[src/rtl/sc_reg_jug_mover.sv]
// Player position register for a button-driven game: shifts a bit pattern left or
// right while a button is held, with an initial move, a hold-off delay and then auto-repeat.
module sc_reg_jug_mover #(
  parameter int                             RegJUGMOV_DATAWIDTH = 8,
  parameter logic [RegJUGMOV_DATAWIDTH-1:0] DATA_INIT_POS       = 8'b00011000,
  parameter bit                             WRAP_MODE           = 1'b1,
  parameter int                             REPEAT_DELAY        = 12500000,
  parameter int                             REPEAT_PERIOD       = 5000000
) (
  input  logic                           SC_RegJUGMOV_CLOCK_50,
  input  logic                           SC_RegJUGMOV_RESET_InLow,
  input  logic                           SC_RegJUGMOV_clear_InLow,
  input  logic                           SC_RegJUGMOV_load_InLow,
  input  logic                           SC_RegJUGMOV_left_InLow,
  input  logic                           SC_RegJUGMOV_right_InLow,
  output logic [RegJUGMOV_DATAWIDTH-1:0] SC_RegJUGMOV_data_OutBUS,
  output logic                           SC_RegJUGMOV_edge_Out
);

  localparam int W         = RegJUGMOV_DATAWIDTH;
  localparam int MaxCount  = (REPEAT_DELAY > REPEAT_PERIOD) ? REPEAT_DELAY : REPEAT_PERIOD;
  localparam int CntW      = (MaxCount > 1) ? $clog2(MaxCount) : 1;
  localparam logic [CntW-1:0] DelayLast  = CntW'(REPEAT_DELAY - 1);
  localparam logic [CntW-1:0] PeriodLast = CntW'(REPEAT_PERIOD - 1);

  typedef enum logic [1:0] {
    ST_IDLE,
    ST_DELAY,
    ST_REPEAT
  } state_t;

  state_t          r_state;
  state_t          w_state_nxt;
  logic [W-1:0]    r_data;
  logic [W-1:0]    w_data_nxt;
  logic            r_edge;
  logic            w_edge_nxt;
  logic            r_dir;
  logic            w_dir_nxt;
  logic [CntW-1:0] r_cnt;
  logic [CntW-1:0] w_cnt_nxt;

  logic            w_left_req;
  logic            w_right_req;
  logic            w_req;
  logic [W-1:0]    w_move_data;
  logic            w_move_edge;
  logic            w_do_move;

  // Exactly one button pressed is a request; r_dir/w_left_req use 1 = left.
  assign w_left_req  = ~SC_RegJUGMOV_left_InLow &  SC_RegJUGMOV_right_InLow;
  assign w_right_req =  SC_RegJUGMOV_left_InLow & ~SC_RegJUGMOV_right_InLow;
  assign w_req       = w_left_req | w_right_req;

  // Result of one move in the requested direction, including the boundary flag.
  always_comb begin
    w_move_data = r_data;
    w_move_edge = 1'b0;
    if (w_left_req) begin
      w_move_edge = r_data[W-1];
      if (WRAP_MODE) begin
        w_move_data = {r_data[W-2:0], r_data[W-1]};
      end else if (!r_data[W-1]) begin
        w_move_data = {r_data[W-2:0], 1'b0};
      end
    end else if (w_right_req) begin
      w_move_edge = r_data[0];
      if (WRAP_MODE) begin
        w_move_data = {r_data[0], r_data[W-1:1]};
      end else if (!r_data[0]) begin
        w_move_data = {1'b0, r_data[W-1:1]};
      end
    end
  end

  always_comb begin
    w_state_nxt = r_state;
    w_dir_nxt   = r_dir;
    w_cnt_nxt   = r_cnt;
    w_data_nxt  = r_data;
    w_edge_nxt  = 1'b0;
    w_do_move   = 1'b0;

    if (!SC_RegJUGMOV_clear_InLow) begin
      w_data_nxt  = '0;
      w_state_nxt = ST_IDLE;
      w_cnt_nxt   = '0;
    end else if (!SC_RegJUGMOV_load_InLow) begin
      w_data_nxt  = DATA_INIT_POS;
      w_state_nxt = ST_IDLE;
      w_cnt_nxt   = '0;
    end else if (!w_req) begin
      w_state_nxt = ST_IDLE;
      w_cnt_nxt   = '0;
    end else if ((r_state == ST_IDLE) || (w_left_req != r_dir)) begin
      // Fresh press (or direction change): move now and restart the hold-off delay.
      w_do_move   = 1'b1;
      w_dir_nxt   = w_left_req;
      w_cnt_nxt   = '0;
      w_state_nxt = ST_DELAY;
    end else begin
      case (r_state)
        ST_DELAY: begin
          if (r_cnt == DelayLast) begin
            w_do_move   = 1'b1;
            w_cnt_nxt   = '0;
            w_state_nxt = ST_REPEAT;
          end else begin
            w_cnt_nxt = r_cnt + 1'b1;
          end
        end
        ST_REPEAT: begin
          if (r_cnt == PeriodLast) begin
            w_do_move = 1'b1;
            w_cnt_nxt = '0;
          end else begin
            w_cnt_nxt = r_cnt + 1'b1;
          end
        end
        default: begin
          w_state_nxt = ST_IDLE;
          w_cnt_nxt   = '0;
        end
      endcase
    end

    // A blocked saturate move still counts as a move for timing purposes.
    if (w_do_move) begin
      w_data_nxt = w_move_data;
      w_edge_nxt = w_move_edge;
    end
  end

  always_ff @(posedge SC_RegJUGMOV_CLOCK_50 or negedge SC_RegJUGMOV_RESET_InLow) begin
    if (!SC_RegJUGMOV_RESET_InLow) begin
      r_state <= ST_IDLE;
      r_dir   <= 1'b0;
      r_cnt   <= '0;
      r_data  <= DATA_INIT_POS;
      r_edge  <= 1'b0;
    end else begin
      r_state <= w_state_nxt;
      r_dir   <= w_dir_nxt;
      r_cnt   <= w_cnt_nxt;
      r_data  <= w_data_nxt;
      r_edge  <= w_edge_nxt;
    end
  end

  assign SC_RegJUGMOV_data_OutBUS = r_data;
  assign SC_RegJUGMOV_edge_Out    = r_edge;

endmodule

[config.mk]
export PLATFORM = sky130hd
export DESIGN_NAME = sc_reg_jug_mover
export DESIGN_NICKNAME = d
export VERILOG_FILES = /design/src/rtl/sc_reg_jug_mover.sv
export SDC_FILE = /design/constraint.sdc
export NUM_CORES = 1
export LEC_CHECK = 0
export ABC_AREA = 1
export CAP_MARGIN = 20
export CORE_MARGIN = 5
export CORE_UTILIZATION = 49
export DETAILED_ROUTE_END_ITERATION = 6
export PLACE_DENSITY = 0.72
export SYNTH_ARGS = -nofsm -noshare
export SYNTH_HDL_FRONTEND = slang
export SYNTH_SLANG_ARGS = --single-unit
[constraint.sdc]
create_clock -name SC_RegJUGMOV_CLOCK_50 -period 2.1 [get_ports SC_RegJUGMOV_CLOCK_50]
set_input_delay 0.42 -clock SC_RegJUGMOV_CLOCK_50 [delete_from_list [all_inputs] [get_ports SC_RegJUGMOV_CLOCK_50]]
set_output_delay 0.42 -clock SC_RegJUGMOV_CLOCK_50 [all_outputs]
set_load 0.1 [all_outputs]
==> summary.md <==
| Metric | Value |
|---|---|
| DR vias/cell | `4.94` |
| Routed Antenna Nets | `0` |
| Initial Util | `50.7%` |
| Peak supply drop | `roughly 0.00041 V` |
| Synth cell types | `37` |
| Root buffer cell | `clkbuf_8` |
| Setup Skew | `9.13 ps` |
| Placed cell count | `~370` |
| R2r startpoint | `r_cnt[0]` |
| Most frequent cells in the layout | `nand2_1 (86), nor2_1 (46), inv_1 (38)` |
| Commonest non-fill, non-tap cell in the layout | `nand2_1` |
| Minimum clock period | `between 1500 and 2000 ps` |
| CP startpoint kind | `input pin` |
| Cell taking the most area after synthesis | `dfrtp_1` |
| Max stage delay cell, worst path | `clkdlybuf4s50_1` |
| Post-route DRC | `0` |
| Mapped Area | `2210 um^2` |
| Final setup violation count | `0` |
| Vias in the first global route | `around 1900` |
| CTS Sinks | `36` |
| DR WL/cell | `11.6 um` |
| Pins Over Slew Limit | `0` |
| CTS H-Tree Depth | `2` |
| Initial antenna violation count | `0` |
| Relative slew slack | `between 40% and 50%` |
| Drt total wl | `roughly 4400 um` |
| Avg Synthesized Cell Area | `about 7.4 um^2` |
| Critical Path Fanout Max | `10` |
| Synth Instances | `roughly 300` |
| CP arrival | `2130 ps` |
| Cell Pwr Density | `about 570 nW/um^2` |
| Area contributors post-synth | `dfrtp_1 (39%), nand2_1 (15%), nor2_1 (7.8%)` |
| Yosys reg bits | `36` |
| Non-Filler Instances | `379` |
| Hpwl dp | `~3400 um` |
| Fmax | `approximately 520 MHz` |
| Max-Cap Viols | `0` |
| TritonCTS clock tree | `yes` |
| Clk_lat worst skew | `between 200 and 300 ps` |
| Crit end category | `flip-flop` |
| Port Buffers | `14` |
| Row Count | `24` |
| CP cell instances | `clkdlybuf4s50_1, inv_1, ha_1, nor2_1, inv_1, nor2_2, nand2_1, clkinv_1, nand2_4, buf_4, nor3_2` |
| Outcome | `complete, no violations` |
| Clock buffer depth | `2` |
| GRT overflow | `0` |
| Leakage | `roughly 1.2 nW` |
| Worst hold path class | `input pin to async pin` |
| Synth Warn # | `0` |
| Vias | `~1900` |
| EDFF count, synth | `0` |
| Hold Vio Cnt, Final | `0` |
| Share of cells above drive strength 1 | `between 10% and 20%` |
| CP Class | `input pin to flip-flop` |
| Fill cells | `between 400 and 500` |
| First-pass GRT wire length | `8200 um` |
| Post-route worst setup slack | `around 190 ps` |
| Tot Pwr | `1.47 mW` |
| Gr usage total | `16.7%` |
| Core area | `approximately 4400 um^2` |
| Top-area cell type share of the netlist area | `around two fifths` |
| P&R area growth vs syn | `16.7%` |
| Reg-to-Reg End | `r_cnt[13]` |
| Die X | `approximately 77 um` |
| Place WS | `-95.8 ps` |
| Post-Syn Nets | `310` |
| Slew @ Worst Pin | `between 700 and 800 ps` |
| Worst Path Required | `about 2300 ps` |
| # IOs | `15` |
| Register area share after synthesis | `around two fifths` |
| Pin count of the biggest net entering global routing | `37` |
| Overall die height | `between 70 and 80 um` |
| FF-to-FF path depth | `11` |
| Setup Buffers After CTS | `0` |
| Reg-to-reg slack, setup | `between 300 and 400 ps` |
| CP max stage delay | `about 470 ps` |
| Detailed Routing Iterations Pass 1 | `4` |
| RSZ-0062 raised after global routing | `no` |
| Global placer's final weighted congestion | `roughly 0.84` |
| # nets final | `338` |
| Post-synthesis async set-or-reset flop share | `between 90% and 100%` |
| Clock slew at reported path FFs | `approximately 80 ps` |
| CTS Buf Count | `5` |
| # diodes | `0` |
| Die ar. | `5940 um^2` |
| Initial drt markers | `76` |
| Most used DFF post-synth | `dfrtp_1` |
| Most used cell, CP | `inv_1` |
| Tcrit/Tclk final | `91.1%` |
## stage by stage
stage          hold slack [ps]  utilization (%)  setup TNS (ps)  area [um^2]
2_1_floorplan              124                -               0         2210
3_3_place_gp               444             56.6            -757         2460
3_5_place_dp               449             56.6            -887         2460
4_1_cts                    244             59.1               0         2570
5_1_grt                    289             59.1               0         2570
6_report                   211             59.1               0         2570
## worst max-delay path, delay by kind of cell
| family | cells | cell delay (ps) |
|---|---|---|
| buffers and inverters | 5 | 850 |
| adder cells (fa/ha/maj) | 1 | 280 |
| AND/OR/NAND/NOR | 5 | 570 |
## layout make-up
class	count	area, um^2	share of cell area [%]
Multi-Input combinational cell	215	1120	43.4
Timing Repair Buffer	24	213	8.26
Tap cell	52	65.1	2.53
Sequential cell	36	903	35.1
Inverter	44	168	6.51
Clock buffer	6	72.6	2.82
Clock inverter	2	35.0	1.36
## how the worst max path moves through the flow
| stage | from | to | slack [ps] | cells after the start |
|---|---|---|---|---|
| final | SC_RegJUGMOV_left_InLow | r_cnt[13] | 190 | 11 |
| after global routing | SC_RegJUGMOV_left_InLow | r_cnt[15] | 30 | 13 |
| after CTS | SC_RegJUGMOV_left_InLow | r_cnt[16] | 190 | 12 |
| after detailed placement | SC_RegJUGMOV_left_InLow | r_cnt[16] | -100 | 12 |
| after global placement | SC_RegJUGMOV_left_InLow | r_cnt[16] | -90 | 12 |
| after floorplan | SC_RegJUGMOV_left_InLow | SC_RegJUGMOV_data_OutBUS[6] | 490 | 10 |
## power breakdown
part | leakage, nW | internal, mW | switching [mW]
Sequential | 0.494 | 0.706 | 0.0117
Clock | 0.0552 | 0.353 | 0.256
Combinational | 0.644 | 0.0469 | 0.0964
## routing by layer
layer	track usage (%)	vias up	share of wire, %
met1	20.7	852	47
met3	4.10	4	3.5
met5	0	-	0
met2	28.1	27	48
met4	5.67	0	1.1
li1	-	991	-
## registers in the layout, summed over array words and instances, names as in the netlist
name and flops:
SC_RegJUGMOV_edge_Out 1, r_state 2, r_cnt 24, SC_RegJUGMOV_data_OutBUS 8, r_dir 1
## cell families (layout without fill, tap and decap cells)
logic type               count (synthesis)  after routing  share of synthesized area (%)
adder cells (fa/ha/maj)                  6              6                           3.40
XOR/XNOR                                 2              2                          0.794
AO/OA/AOI/OAI                           25             25                           7.26
flip-flops                              36             36                           41.0
buffers and inverters                   47             76                           8.39
AND/OR/NAND/NOR                        182            182                           39.2
## synth_stat cells (2+ instances only)
cell type and n:
nor3b_1 2, nand4_1 2, ha_1 6, a211oi_1 2
nand3_1 13, nand2_2 3, dfrtp_1 34, dfstp_2 2
nand2_1 86, nand4_2 3, o211ai_1 5, o21ai_0 6
nor2_1 46, inv_1 38, nand2_4 2, nor2_2 8
nor2_4 3, a21oi_1 6, nor3_1 6, inv_2 5
nor3_2 4
## repair_timing
item / in CTS / in global routing
endpoints found under the setup margin: 0 / 1
hold buffers: 0 / 0
gates resized for setup: 0 / 1
No activity file was read; power rests on OpenSTA's default activity.
